[config.mk]
export PLATFORM = sky130hd
export DESIGN_NAME = alu_issue_unit
export DESIGN_NICKNAME = d
export VERILOG_FILES = /design/src/rtl/alu_pkg.sv /design/src/rtl/alu_regfile.sv /design/src/rtl/alu_issue_unit.sv
export SDC_FILE = /design/constraint.sdc
export NUM_CORES = 1
export LEC_CHECK = 0
export CAP_MARGIN = 25
export CORE_MARGIN = 4
export CORE_UTILIZATION = 55
export CTS_CLUSTER_DIAMETER = 50
export DETAILED_ROUTE_END_ITERATION = 7
export DONT_BUFFER_PORTS = 1
export GPL_TIMING_DRIVEN = 0
export PLACE_DENSITY = 0.81
export SETUP_SLACK_MARGIN = 0.1
export SLEW_MARGIN = 20
export SYNTH_ARGS = -nofsm -noshare
export SYNTH_HDL_FRONTEND = slang
export SYNTH_HIERARCHICAL = 1
export SYNTH_SLANG_ARGS = --single-unit
[constraint.sdc]
create_clock -name clk -period 2.6 [get_ports clk]
set_input_delay 0.39 -clock clk [delete_from_list [all_inputs] [get_ports clk]]
set_output_delay 0.39 -clock clk [all_outputs]
set_load 0.005 [all_outputs]
[src/rtl/alu_pkg.sv]
// Shared types and constants for the ALU issue stage: opcodes, FSM states
// and the latched instruction record.
package alu_pkg;

    localparam int WIDTH = 16;
    localparam int NREG  = 8;
    localparam int AW    = $clog2(NREG);

    typedef enum logic [2:0] {
        OP_NEG    = 3'd0,
        OP_INC    = 3'd1,
        OP_ADD    = 3'd2,
        OP_ADDSHR = 3'd3,
        OP_AND    = 3'd4,
        OP_OR     = 3'd5,
        OP_PACK   = 3'd6,
        OP_ILL    = 3'd7
    } opcode_e;

    typedef enum logic [1:0] {
        IDLE = 2'd0,
        OPER = 2'd1,
        EXEC = 2'd2,
        WB   = 2'd3
    } state_e;

    typedef struct packed {
        opcode_e         op;
        logic [AW-1:0]   rd;
        logic [AW-1:0]   ra;
        logic [AW-1:0]   rb;
        logic            c;
    } instr_t;

endpackage

[src/rtl/alu_regfile.sv]
// NREG x WIDTH register file: two operand read ports, one debug read port,
// one synchronous write port. Entry 0 is hardwired to zero.
module alu_regfile
    import alu_pkg::*;
#(
    parameter int WIDTH = alu_pkg::WIDTH,
    parameter int NREG  = alu_pkg::NREG,
    parameter int AW    = $clog2(NREG)
) (
    input  logic             clk,
    input  logic             rst_n,
    input  logic             i_we,
    input  logic [AW-1:0]    i_waddr,
    input  logic [WIDTH-1:0] i_wdata,
    input  logic [AW-1:0]    i_raddr_a,
    output logic [WIDTH-1:0] o_rdata_a,
    input  logic [AW-1:0]    i_raddr_b,
    output logic [WIDTH-1:0] o_rdata_b,
    input  logic [AW-1:0]    i_raddr_d,
    output logic [WIDTH-1:0] o_rdata_d
);

    logic [WIDTH-1:0] r_mem [NREG];

    always_ff @(posedge clk) begin
        if (!rst_n) begin
            r_mem <= '{default: '0};
        end else if (i_we && (i_waddr != '0)) begin
            r_mem[i_waddr] <= i_wdata;
        end
    end

    // Entry 0 is never written, but force the read as well so it stays zero
    // regardless of how the storage is mapped.
    assign o_rdata_a = (i_raddr_a == '0) ? '0 : r_mem[i_raddr_a];
    assign o_rdata_b = (i_raddr_b == '0) ? '0 : r_mem[i_raddr_b];
    assign o_rdata_d = (i_raddr_d == '0) ? '0 : r_mem[i_raddr_d];

endmodule

[src/rtl/alu_issue_unit.sv]
// Serialized four-cycle issue stage: fetch operands, drive the external ALU,
// capture result and flags, write back. One instruction in flight at a time.
module alu_issue_unit
    import alu_pkg::*;
#(
    parameter int WIDTH = alu_pkg::WIDTH,
    parameter int NREG  = alu_pkg::NREG
) (
    input  logic                    clk,
    input  logic                    rst_n,
    input  logic                    in_valid,
    output logic                    in_ready,
    input  logic [2:0]              in_op,
    input  logic [$clog2(NREG)-1:0] in_rd,
    input  logic [$clog2(NREG)-1:0] in_ra,
    input  logic [$clog2(NREG)-1:0] in_rb,
    input  logic                    in_c,
    input  logic                    ld_valid,
    input  logic [$clog2(NREG)-1:0] ld_addr,
    input  logic [WIDTH-1:0]        ld_data,
    input  logic [$clog2(NREG)-1:0] rd_addr,
    output logic [WIDTH-1:0]        rd_data,
    output logic [WIDTH-1:0]        alu_a,
    output logic [WIDTH-1:0]        alu_b,
    output logic                    alu_c,
    output logic [2:0]              alu_op,
    input  logic [WIDTH-1:0]        alu_w,
    input  logic                    alu_zero,
    input  logic                    alu_neg,
    output logic                    done,
    output logic                    flag_z,
    output logic                    flag_n,
    output logic                    err
);

    localparam int AW = $clog2(NREG);

    state_e           r_state;
    state_e           w_next;
    instr_t           r_instr;
    logic [WIDTH-1:0] r_res;
    logic             r_rz;
    logic             r_rn;

    logic             w_we;
    logic [AW-1:0]    w_waddr;
    logic [WIDTH-1:0] w_wdata;
    logic [WIDTH-1:0] w_opa;
    logic [WIDTH-1:0] w_opb;

    alu_regfile #(
        .WIDTH (WIDTH),
        .NREG  (NREG),
        .AW    (AW)
    ) u_rf (
        .clk       (clk),
        .rst_n     (rst_n),
        .i_we      (w_we),
        .i_waddr   (w_waddr),
        .i_wdata   (w_wdata),
        .i_raddr_a (r_instr.ra),
        .o_rdata_a (w_opa),
        .i_raddr_b (r_instr.rb),
        .o_rdata_b (w_opb),
        .i_raddr_d (rd_addr),
        .o_rdata_d (rd_data)
    );

    always_ff @(posedge clk) begin
        if (!rst_n) begin
            r_state <= IDLE;
        end else begin
            r_state <= w_next;
        end
    end

    // Direct loads and write-back share the single write port; they can
    // never collide because loads are only honoured in IDLE.
    always_comb begin
        w_next   = r_state;
        in_ready = 1'b0;
        done     = 1'b0;
        w_we     = 1'b0;
        w_waddr  = ld_addr;
        w_wdata  = ld_data;
        unique case (r_state)
            IDLE: begin
                in_ready = !ld_valid;
                w_we     = ld_valid;
                if (in_valid && !ld_valid) begin
                    w_next = OPER;
                end
            end
            OPER: w_next = EXEC;
            EXEC: w_next = WB;
            WB: begin
                done    = 1'b1;
                w_we    = (r_instr.op != OP_ILL);
                w_waddr = r_instr.rd;
                w_wdata = r_res;
                w_next  = IDLE;
            end
            default: w_next = IDLE;
        endcase
    end

    always_ff @(posedge clk) begin
        if (!rst_n) begin
            r_instr <= '0;
            r_res   <= '0;
            r_rz    <= 1'b0;
            r_rn    <= 1'b0;
            alu_a   <= '0;
            alu_b   <= '0;
            alu_c   <= 1'b0;
            alu_op  <= '0;
            flag_z  <= 1'b0;
            flag_n  <= 1'b0;
            err     <= 1'b0;
        end else begin
            unique case (r_state)
                IDLE: begin
                    if (in_valid && in_ready) begin
                        r_instr <= '{op: opcode_e'(in_op), rd: in_rd, ra: in_ra,
                                     rb: in_rb, c: in_c};
                    end
                end
                OPER: begin
                    alu_a  <= w_opa;
                    alu_b  <= w_opb;
                    alu_c  <= r_instr.c;
                    alu_op <= r_instr.op;
                end
                EXEC: begin
                    r_res <= alu_w;
                    r_rz  <= alu_zero;
                    r_rn  <= alu_neg;
                end
                WB: begin
                    if (r_instr.op == OP_ILL) begin
                        err <= 1'b1;
                    end else begin
                        flag_z <= r_rz;
                        flag_n <= r_rn;
                    end
                end
                default: ;
            endcase
        end
    end

endmodule

# Word level (Yosys, flattened, before mapping)
# Index checks and enable logic that the tools add are counted.
totals:
  word_cells: 75
  register_bits: 200
  output_inout_bits: 57
  in_bits: 57
classes:
  eq_ne: 6
  order_cmp: 5
  reduce_logical: 13
  bitwise_logic: 5
  n_mux: 22
op_table:
  columns: ["op", "count"]
  rows:
  - ["$mux 16", 11]
  - ["$bmux 16 s3", 3]
  - ["$bwmux 128", 1]
  - ["$demux 16 s3", 1]
  - ["$ge 4x4->1 const B", 4]
  - ["$not 3->4", 4]
  - ["$logic_not 3->1", 3]
  - ["$pmux 2 s4", 1]
  - ["$reduce_and 2->1", 3]
  - ["$eq 2x2->1 const B", 2]
  - ["$logic_and 1x1->1", 4]
  - ["$lt 4x1->1 const B", 1]
  - ["$eq 3x3->1 const B", 1]
  - ["$mux 3", 1]
  - ["$ne 3x3->1 const B", 1]
  - ["$reduce_bool 3->1", 1]
  - ["$eq 2x1->1 const B", 1]
  - ["$logic_not 2->1", 1]
  - ["$mux 1", 2]
  - ["$mux 2", 1]
  - ["$ne 2x2->1 const B", 1]
  - ["$pmux 1 s2", 1]
  - ["$logic_not 1->1", 1]
  - ["$not 1->1", 1]

# Logic depth before layout (Yosys ltp)
# Gate-level depths: netlist (run 1).
depth:
  word_depth: 8
  ltp_mapped: 11
  depth_no_buf: 7

# Hierarchy
# Netlist (run 1), hierarchy kept.
by_module_without_submodules:
  columns: ["mod", "area_per_inst_um2", "seq_area_each_um2", "n_inst", "cells_each"]
  rows:
  - ["alu_regfile", 7225.7, 2242.2, 1, 797]
  - ["alu_issue_unit", 2909.0, 1441.4, 1, 288]

# Worst setup path before layout (run 1)
# Ideal clock, no wire load.
synth_path:
  kind: "register to register"
  start: "register r_state[0]"
  end: "register u_rf/r_mem[85] (netlist name)"
  path_slack_ns: 0.515
  n_path_buf: 5
  period_less_slack_ns: 2.085
  arrival_ns: 2.019
  required_time_ns: 2.534
  path_stages_with_launch: 11
  cell_sequence: "dfxtp_1 ha_1 buf_2 buf_6 mux2_2 buf_4 and4bb_1 buf_4 buf_8 nand2_1 a21boi_2"
synth_via:
  elab_chain_len: 8
synth_lines:
  columns: ["item", "line_no", "rtl"]
  rows:
  - ["start, declared", "alu_issue_unit.sv:38", "state_e r_state;"]
  - ["start signal, assigned", "alu_issue_unit.sv:73", "r_state <= w_next;"]
  - ["$eq 2x2->1 *", "alu_issue_unit.sv:86", "unique case (r_state)"]
  - ["$mux 3 *", "alu_issue_unit.sv:86", null]
  - ["net w_waddr[0]", "alu_issue_unit.sv:46", "logic [AW-1:0] w_waddr;"]
  - ["$not 3->4 (implied by the code)", "alu_regfile.sv:29", "r_mem[i_waddr] <= i_wdata;"]
  - ["$ge 4x4->1 (implied by the code) / $lt 4x1->1 (equally long branches)", "alu_regfile.sv:29", null]
  - ["$logic_and 1x1->1 (implied by the code)", "alu_regfile.sv:29", null]
  - ["$mux 16 (implied by the code)", "alu_regfile.sv:29", null]
  - ["$demux 16 s3", "alu_regfile.sv:29", null]
  - ["$bwmux 128", "alu_regfile.sv:29", null]
  - ["end signal, assigned by index", "alu_regfile.sv:29", null]
  - ["end, declared", "alu_regfile.sv:23", "logic [WIDTH-1:0] r_mem [NREG];"]
# The timed path passes the listed nets; every way through them passes the cells marked *.
# A chain may end at the register's enable or synchronous reset.

# Final worst setup path (run 1)
layout_path:
  start: "register r_state[1]"
  end: "register u_rf/r_mem[38] (netlist name)"
# The elaborated chain is that of the path after synthesis.

==> summary.txt, run 1 <==
Drt
  • Via count: around 8800
  • Final WL: 30.74 mm
  • Drt first pass iters: 7
  • Vias per cell: 6.498
  • DRT iter0 DRCs: 893
  • DR WL/cell: 22.80 um
  • DR DRC count: 0
  • Routed Antenna Nets: 0

GRT
  • Largest net degree at the start of global routing: 18
  • Initial antenna violation count: 0
  • Vias in the first global route: approximately 8500
  • First-pass GRT wire length: 47.32 mm
  • GRT Overall Usage: 0.2968
  • Overflow after GRT: 0

Layout
  • Fin nets: 1168
  • Layout cell share with drive strength beyond 1: 0.1948
  • FF+latch area: roughly 0.0037 mm^2
  • Layout Cell Area excl Fill: 0.01107 mm^2
  • Non-Filler Instances: 1348
  • Area Growth Syn to Fin: 9.234%
  • Antenna fix cells: 0
  • Filler cells: 1525
  • Area of the multi-input gates: 0.005699 mm^2

STA
  • RSZ-0062 raised after global routing: false
  • Fmax achieved: approximately 420 MHz
  • Final worst-path cycle share: 0.9193
  • Crit path time final: 2.390 ns
  • Slew @ Worst Pin: 0.6083 ns
  • Slew margin rel.: 0.5945
  • Fin. max-slew vios: 0
  • Setup Skew: 0.01022 ns
  • Final setup viols: 0
  • Final Hold Fails: 0

Power
  • Pleak: 0.003815 uW
  • Maximum VDD drop: 0.6066 mV
  • PD cells: 712.8 mW/mm^2

Clock tree
  • CTS buffer count: 17
  • Reg clk slew, reported paths: 0.07 ns
  • CTS tree: built
  • Worst-case clock buffer depth: 2
  • Hold_buf cts: 0
  • Clock sink count: 184
  • CTS HTree Levels: 4
  • Clock Tree Root: clkbuf_16
  • Clk_lat worst skew: roughly 0.44 ns

Placed design
  • Placed cell area: roughly 0.010 mm^2
  • Port bufs: 0
  • Dpl cells: 1314
  • Post-DP HPWL: approximately 23 mm
  • GPL Wtd Cong: 0.9534

Run
  • Max_cap viols: 0

Floorplan
  • Area of the die: 0.02066 mm^2
  • Starting Density: 0.5623
  • Std-Cell Rows: 49
  • DIE HEIGHT: 143.7 um
  • Top Ports: 114
  • Die Width: 143.7 um
  • Core ar.: 0.01802 mm^2

Worst setup path
  • Crit path max fanout: 10
  • Reg2Reg Setup Slack: 0.21 ns
  • CP Capture Type: flop
  • Critical Path Source Type: flop
  • FF-to-FF path depth: 10
  • R2r endpoint: u_rf/r_mem[38]$_SDFFE_PN0P_
  • Worst r2r src: r_state[1]$_SDFFE_PN0P_
  • Crit path launch: r_state[1]$_SDFFE_PN0P_
  • Critical path arrival: 2.76 ns
  • Critical setup path kind: flop to flop
  • Worst endpoint required time: 2.97 ns

Worst hold path
  • Worst Hold Launch: in_rd[1]
  • Min-Delay Path Depth: 2
  • Hold Crit Class: input pin to flop
  • Worst hold endpoint: r_instr[8]$_SDFFE_PN0P_

Synthesis
  • Ys Warns: 6
  • Commonest cells post-synth: 249 x nand2_1, 184 x dfxtp_1, 150 x mux2i_1
  • EDFF count, synth: 0
  • Async SR Flop Fraction: 0
  • Synth top area cells: dfxtp_1 36%, mux2i_1 15%, nand2_1 9.2%
  • Gate Count Post-Synth: between 1000 and 1500
  • Post-synthesis register bit count: ~180
  • Syn Std Cell Area: 0.01013 mm^2
  • Syn avg cell area: about 9.3 um^2
  • Net count after synthesis: 1147
  • Sequential element share of the synthesized area: 0.3635
  • Cell taking the most area after synthesis: dfxtp_1
  • Synth top area share: 0.3635
  • Ys flop type: dfxtp_1
  • Unique masters post-synth: 38
  • Count leader, synth: nand2_1

Run status
  • Status: completed
## area by class of cell
type / count / share of cell area
Clock inverter: 14 / 0.01526
Sequential cell: 184 / 0.3328
Buffer: 104 / 0.06973
Tap cell: 229 / 0.02588
Clock buffer: 18 / 0.03877
Inverter: 4 / 0.001356
Timing Repair Buffer: 2 / 0.001356
Multi-Input combinational cell: 793 / 0.5148
## routing by layer
layer,vias up,global-route usage,wire length (um)
met3,105,0.06290,2120
met5,-,0,0
li1,3916,-,-
met4,0,0.1303,1342
met1,4313,0.3710,12390
met2,425,0.4942,14890
## through the flow
| step | power [uW] | utilization | setup TNS (ns) | hold slack, ns | worst slack (ns) |
|---|---|---|---|---|---|
| floorplan | 4704 | - | 0 | 0.4329 | 0.5153 |
| global placement | 5147 | 0.5782 | -1.081 | 0.4392 | -0.1091 |
| detailed placement | 5216 | 0.5782 | -1.466 | 0.4545 | -0.1571 |
| CTS | 7833 | 0.6135 | 0 | 0.07341 | 0.1517 |
| global route | 8175 | 0.6142 | 0 | 0.07883 | 0.1293 |
| finish | 7891 | 0.6142 | 0 | 0.08203 | 0.2099 |
## kinds of logic after synthesis
kind of cell / after synthesis / synth area share
flops: 184 / 0.3635
compound gates: 229 / 0.1872
simple gates: 342 / 0.1436
mux: 217 / 0.2226
fa+ha+maj: 5 / 0.006173
buf+inv: 108 / 0.07704
## flip-flops by register name (all words and copies together) (netlist names)
name,flops
alu_a,16
alu_b,16
alu_c,1
alu_op,3
err,1
flag_n,1
flag_z,1
r_instr,13
r_res,16
r_rn,1
r_rz,1
r_state,2
u_rf/r_mem,112
## critical path, cell delays in order (launching register included)
cell      delay, ns
dfxtp_1        0.36
ha_1           0.23
buf_6          0.16
buf_6          0.17
mux2_2         0.39
buf_4          0.19
and4b_1        0.25
buf_4          0.18
buf_6          0.16
nand2_1        0.07
a21boi_1       0.15
## cell usage in the layout, fill, tap and decap left out, drive strengths merged, types with 2 or more instances in the layout
cell and count:
nand2 254, ha 5, and2 4, dfxtp 184, clkinv 6, a221oi 96
nand4bb 3, clkinvlp 2, a21oi 16, a21boi 112, and4bb 3, bufinv 2
clkbuf 46, nand4b 3, nor2 56, mux2i 150, o21ai 4, nand4 3
and4b 3, inv 8, nor2b 7, buf 78, mux2 67
## power breakdown
group	switching, uW	total [uW]	internal [uW]
logic	1190	2030	833
registers	194	3230	3040
clock network	1190	2630	1440
## timing repair
item,4_1_cts,5_1_grt
gates cloned,0,0
setup endpoints to repair,76,60
buffers inserted,2,0
resized for setup,4,3
pin swaps,1,0
## worst max path at each step
stage | end | slack (ns) | depth (start not counted)
2_1_floorplan | u_rf/r_mem[85]$_SDFFE_PN0P_ | 0.52 | 10
3_3_place_gp | u_rf/r_mem[6]$_SDFFE_PN0P_ | -0.11 | 10
3_5_place_dp | u_rf/r_mem[7]$_SDFFE_PN0P_ | -0.16 | 10
4_1_cts | u_rf/r_mem[38]$_SDFFE_PN0P_ | 0.15 | 10
5_1_grt | u_rf/r_mem[44]$_SDFFE_PN0P_ | 0.13 | 10
6_report | u_rf/r_mem[38]$_SDFFE_PN0P_ | 0.21 | 10
No activity file was read; power rests on OpenSTA's default activity.
==> run 2: changes to the inputs <==
PLACE_DENSITY = 0.74   (was 0.81)
REMOVE_ABC_BUFFERS = 1   (was unset)
==> run 2 against run 1 <==
Against the previous run: combinational power shrank 7%; total power is 3.0% lower; critical endpoint is now alu_a[15]$_SDFFE_PN0N_; setup slack worse by 0.018 ns.
==> summary.txt, run 2 (synthesized netlist as in run 1, its figures left out) <==
Worst setup path
  • Crit path launch: r_instr[6]$_SDFFE_PN0P_
  • Critical Path Source Type: flop
  • FF-to-FF path depth: 5
  • Worst path bufs/invs: 1
  • Critical setup path kind: flop to flop
  • Crit-path leading delay family: flip-flops
  • Worst Setup EP: alu_a[15]$_SDFFE_PN0N_
  • CP max stage delay: 0.98 ns
  • Crit. path cell count: 5
  • Critical path arrival: 2.71 ns
  • CP max stage cell: dfxtp_1
  • CP Cell Sequence: nor2b_2 > buf_8 > a221oi_1 > mux2i_1 > nor2_1
  • Reg2Reg Setup Slack: 0.19 ns
  • Worst endpoint required time: 2.90 ns
  • CP Capture Type: flop
  • R2r endpoint: alu_a[15]$_SDFFE_PN0N_
  • Worst r2r src: r_instr[6]$_SDFFE_PN0P_
  • Crit path max fanout: 19

Floorplan
  • Area of the die: slightly above 0.02 mm^2
  • DIE HEIGHT: about 140 um
  • Top Ports: between 100 and 150
  • Die Width: 143.7 um
  • Core ar.: 0.01802 mm^2
  • Starting Density: 0.5623
  • Std-Cell Rows: 49

Drt
  • Via count: 8092
  • DRT iter0 DRCs: 1011
  • DR WL/cell: 22.77 um
  • Routed Antenna Nets: 0
  • Final WL: 28.82 mm
  • DR DRC count: 0
  • Vias per cell: about 6.4
  • Drt first pass iters: 6

Clock tree
  • Reg clk slew, reported paths: 0.07 ns
  • Hold_buf cts: 0
  • Clk_lat worst skew: 0.44 ns
  • CTS buffer count: 17
  • Clock Tree Root: clkbuf_16
  • CTS tree: built
  • CTS HTree Levels: 4
  • Worst-case clock buffer depth: 2
  • Clock sink count: 184

STA
  • Hold slack: 0.08303 ns
  • Crit path time final: between 2 and 2.5 ns
  • RSZ-0062 raised after global routing: false
  • Final setup viols: 0
  • Slew margin rel.: 0.2814
  • Final worst-path cycle share: 0.9263
  • Slew @ Worst Pin: approximately 1.1 ns
  • Fmax achieved: between 400 and 500 MHz
  • Fin. max-slew vios: 0
  • Final Hold Fails: 0
  • Setup ws final: 0.1915 ns
  • Setup Skew: 0.008343 ns

Power
  • Maximum VDD drop: 0.4978 mV
  • Pleak: roughly 0.0035 uW
  • PD cells: around 710 mW/mm^2

Placed design
  • Post-DP HPWL: 17.02 mm
  • GPL Wtd Cong: approximately 0.79
  • Dpl cells: ~1200
  • Post-place setup slack: -0.8207 ns
  • Port bufs: 0
  • Placed cell area: 0.009883 mm^2

Layout
  • Area Growth Syn to Fin: 6.000%
  • Layout cell share with drive strength beyond 1: 0.1745
  • Non-Filler Instances: 1266
  • Top reg by flops: u_rf/r_mem
  • Fin nets: 1086
  • Most common cell after layout, fill and taps aside: nand2_1
  • Final core utilization: 0.5960
  • Antenna fix cells: 0
  • Most frequent cells in the layout: 249 x nand2_1, 180 x dfxtp_1, 150 x mux2i_1, 91 x a221oi_1, 67 x mux2_2
  • Layout Cell Area excl Fill: 0.01074 mm^2
  • Max reg flops: 112

Run status
  • Status: completed

GRT
  • First-pass GRT wire length: about 43 mm
  • Largest net degree at the start of global routing: 119
  • GRT Overall Usage: 0.2735
  • Initial antenna violation count: 0
  • Vias in the first global route: just under 8000
  • Overflow after GRT: 0

Run
  • Max_cap viols: 0

Worst hold path
  • Hold Crit Class: input pin to flop
## run 2: cell count changes in the layout (fill, tap and decap cells not counted), sizes merged
cell,change
bufinv,-2
buf,-54
clkinvlp,-2
clkbuf,-24
inv,+2
clkinv,-2
## run 2: routing by layer
| metal | wire length [um] | part of all wire | GRT usage |
|---|---|---|---|
| met2 | 13420 | 0.47 | 0.4319 |
| met5 | 0 | 0 | 0 |
| met4 | 617 | 0.021 | 0.09118 |
| met3 | 2462 | 0.085 | 0.06755 |
| met1 | 12320 | 0.43 | 0.3679 |
## run 2: metrics by stage
step	power, uW	TNS (ns)
final	7657	0
after CTS	7607	0
after global placement	4921	-202.02
after detailed placement	5007	-71.89
after floorplan	4469	-14.34
after global routing	7985	0
## run 2: power breakdown
part	internal (uW)	total, uW	switching, uW
logic	829	1880	1050
registers	3040	3320	278
clock network	1300	2460	1160
total	5170	7660	2490
## run 2: what timing repair did
item                       CTS  global route
setup buffers                4             9
pin swaps                    3             3
setup endpoints to repair  128            97
gates resized for setup     27             5
## run 2: area by class of cell
cell class / count / area (um^2)
Inverter: 4 / 17.52
Fill cell: 1615 / 7282
Tap cell: 229 / 286.5
Clock buffer: 22 / 464.2
Timing Repair Buffer: 24 / 357.8
Sequential cell: 184 / 3694
Clock inverter: 10 / 86.33
Multi-Input combinational cell: 793 / 5837
## run 2: worst reg2reg max path, cell delays in order (launching register included)
cell,delay (ns)
dfxtp_1,0.98
nor2b_2,0.67
buf_8,0.25
a221oi_1,0.14
mux2i_1,0.19
nor2_1,0.05
## run 2: worst min path at each step
stage	start	endpoint	slack, ns	depth (start not counted)
after global placement	r_instr[9]$_SDFFE_PN0P_	r_instr[9]$_SDFFE_PN0P_	0.44	2
after CTS	in_rb[0]	r_instr[1]$_SDFFE_PN0P_	0.06	2
after floorplan	r_instr[7]$_SDFFE_PN0P_	r_instr[7]$_SDFFE_PN0P_	0.43	2
after global routing	in_rd[0]	r_instr[7]$_SDFFE_PN0P_	0.08	2
after detailed placement	r_instr[8]$_SDFFE_PN0P_	r_instr[8]$_SDFFE_PN0P_	0.45	2
final	in_rb[1]	r_instr[2]$_SDFFE_PN0P_	0.08	2
==> run 3: changes to the inputs <==
PLACE_DENSITY = 0.7   (was 0.74)
==> run 3 against run 2 <==
Against the previous run: largest cell class unchanged; largest power group unchanged; sequential power barely moved; combinational power barely moved; setup slack got worse by 0.046 ns; clock power rose by 8.9%; count of clock-buffer cells in the layout fell by 2; critical endpoint is now alu_b[2]$_SDFFE_PN0N_.
==> summary.txt, run 3 (synthesized netlist as in run 1, its figures left out) <==
STA
  • Final worst-path cycle share: 0.9440
  • Final setup viols: 0
  • Slew @ Worst Pin: 1.079 ns
  • Fmax achieved: 407.4 MHz
  • Slew margin rel.: 0.2794
  • Setup ws final: 0.1456 ns
  • Fin. max-slew vios: 0
  • Crit path time final: approximately 2.5 ns
  • Final Hold Fails: 0
  • Setup TNS: 0 ns
  • Setup Skew: 0.007360 ns
  • RSZ-0062 raised after global routing: false

Worst setup path
  • Worst path bufs/invs: 2
  • CP max stage delay: 0.55 ns
  • Worst path most repeated cell: a221oi_1
  • Critical Path Source Type: flop
  • Critical setup path kind: flop to flop
  • CP Cell Sequence: buf_12 > nor2b_2 > buf_8 > a221oi_1 > a221oi_1 > mux2i_1 > nor2_1
  • CP Capture Type: flop
  • Crit-path leading delay family: simple AND/OR/NAND/NOR gates
  • CP max stage cell: dfxtp_4
  • Critical path arrival: 2.83 ns
  • Crit path max fanout: 34
  • Worst endpoint required time: 2.98 ns

Clock tree
  • Reg clk slew, reported paths: 0.07 ns
  • Hold_buf cts: 0
  • Clock sink count: 184
  • Worst-case clock buffer depth: 2
  • CTS buffer count: 17
  • CTS HTree Levels: 4
  • Clock Tree Root: clkbuf_16
  • Clk_lat worst skew: about 0.44 ns
  • CTS tree: built

Power
  • PD cells: 728.4 mW/mm^2
  • Maximum VDD drop: ~0.54 mV
  • Pleak: 0.003566 uW

GRT
  • First-pass GRT wire length: 44.26 mm
  • Vias in the first global route: just under 8000
  • Met3 Track Usage GR: 0.06290
  • GR peak layer: met2
  • Met1 usage: 0.3618
  • Initial antenna violation count: 0
  • Overflow after GRT: 0
  • Largest net degree at the start of global routing: 119
  • Routing usage on met2: 0.4612
  • GRT Overall Usage: 0.2796

Floorplan
  • Starting Density: 0.5623
  • Core ar.: approximately 0.018 mm^2
  • Die Width: 143.7 um
  • DIE HEIGHT: 143.7 um
  • Area of the die: 0.02066 mm^2
  • Std-Cell Rows: 49
  • Top Ports: between 100 and 150

Layout
  • Most common cell after layout, fill and taps aside: nand2_1
  • Top reg by flops: u_rf/r_mem
  • Final core utilization: 0.6016
  • Max reg flops: 112
  • Non-Filler Instances: 1268
  • Area Growth Syn to Fin: 6.988%
  • Most frequent cells in the layout: 249 x nand2_1, 182 x dfxtp_1, 150 x mux2i_1, 91 x a221oi_1, 67 x mux2_2
  • Layout cell share with drive strength beyond 1: 0.1761
  • Layout Cell Area excl Fill: roughly 0.011 mm^2
  • Antenna fix cells: 0
  • Fin nets: between 1000 and 1500

Drt
  • DR WL/cell: 23.12 um
  • Routed Antenna Nets: 0
  • DRT iter0 DRCs: 981
  • Final WL: 29.32 mm
  • Drt first pass iters: 5
  • Vias per cell: about 6.4
  • Via count: 8122
  • DR DRC count: 0

Placed design
  • Port bufs: 0
  • Dpl cells: between 1000 and 1500
  • Placed cell area: between 0.009 and 0.01 mm^2
  • GPL Wtd Cong: 0.8166
  • Post-place setup slack: -0.9310 ns
  • Post-DP HPWL: ~17 mm

Run
  • Max_cap viols: 0

Worst hold path
  • Hold Crit Class: input pin to flop

Run status
  • Status: completed
run 3: layout make-up:
type                       count  area (um^2)
clock buffer                  20        467.9
multi-input combinational    793         5827
timing repair buffer          26        416.7
inverter                       4        17.52
tap                          229        286.5
sequential                   184         3691
clock inverter                12        136.4
fill                        1537         7182
run 3: power by group:
group / switching [uW] / total, uW / internal, uW / leakage, uW
Sequential: 269 / 3310 / 3040 / 0.00149
Combinational: 1060 / 1910 / 845 / 0.00179
Clock: 1170 / 2680 / 1510 / 0.000286
Total: 2500 / 7900 / 5400 / 0.00357
run 3: final timing paths:
path	from	endpoint	slack (ns)	cells after the start
max	r_instr[1]$_SDFFE_PN0P_	alu_b[2]$_SDFFE_PN0N_	0.15	7
min	in_op[1]	r_instr[11]$_SDFFE_PN0P_	0.08	2
max reg2reg	r_instr[1]$_SDFFE_PN0P_	alu_b[2]$_SDFFE_PN0N_	0.15	7
min reg2reg	r_instr[9]$_SDFFE_PN0P_	r_instr[9]$_SDFFE_PN0P_	0.46	2
run 3: layer usage:
| layer | share of wire | routed length [um] |
|---|---|---|
| met1 | 0.42 | 12210 |
| met3 | 0.087 | 2548 |
| met2 | 0.47 | 13790 |
| met5 | 0 | 0 |
| met4 | 0.027 | 777 |
run 3: repair_timing:
item | 4_1_cts | 5_1_grt
cloned | 0 | 0
gates resized for setup | 27 | 0
pin swaps | 2 | 5
endpoints found under the setup margin | 139 | 83
buffers inserted | 4 | 11
run 3: metrics by stage:
| step | power [uW] | hold WS, ns |
|---|---|---|
| 6_report | 7898 | 0.07595 |
| 5_1_grt | 8225 | 0.07816 |
| 4_1_cts | 7836 | 0.06058 |
| 3_5_place_dp | 5031 | 0.4469 |
| 3_3_place_gp | 4930 | 0.4395 |
| 2_1_floorplan | 4469 | 0.4329 |
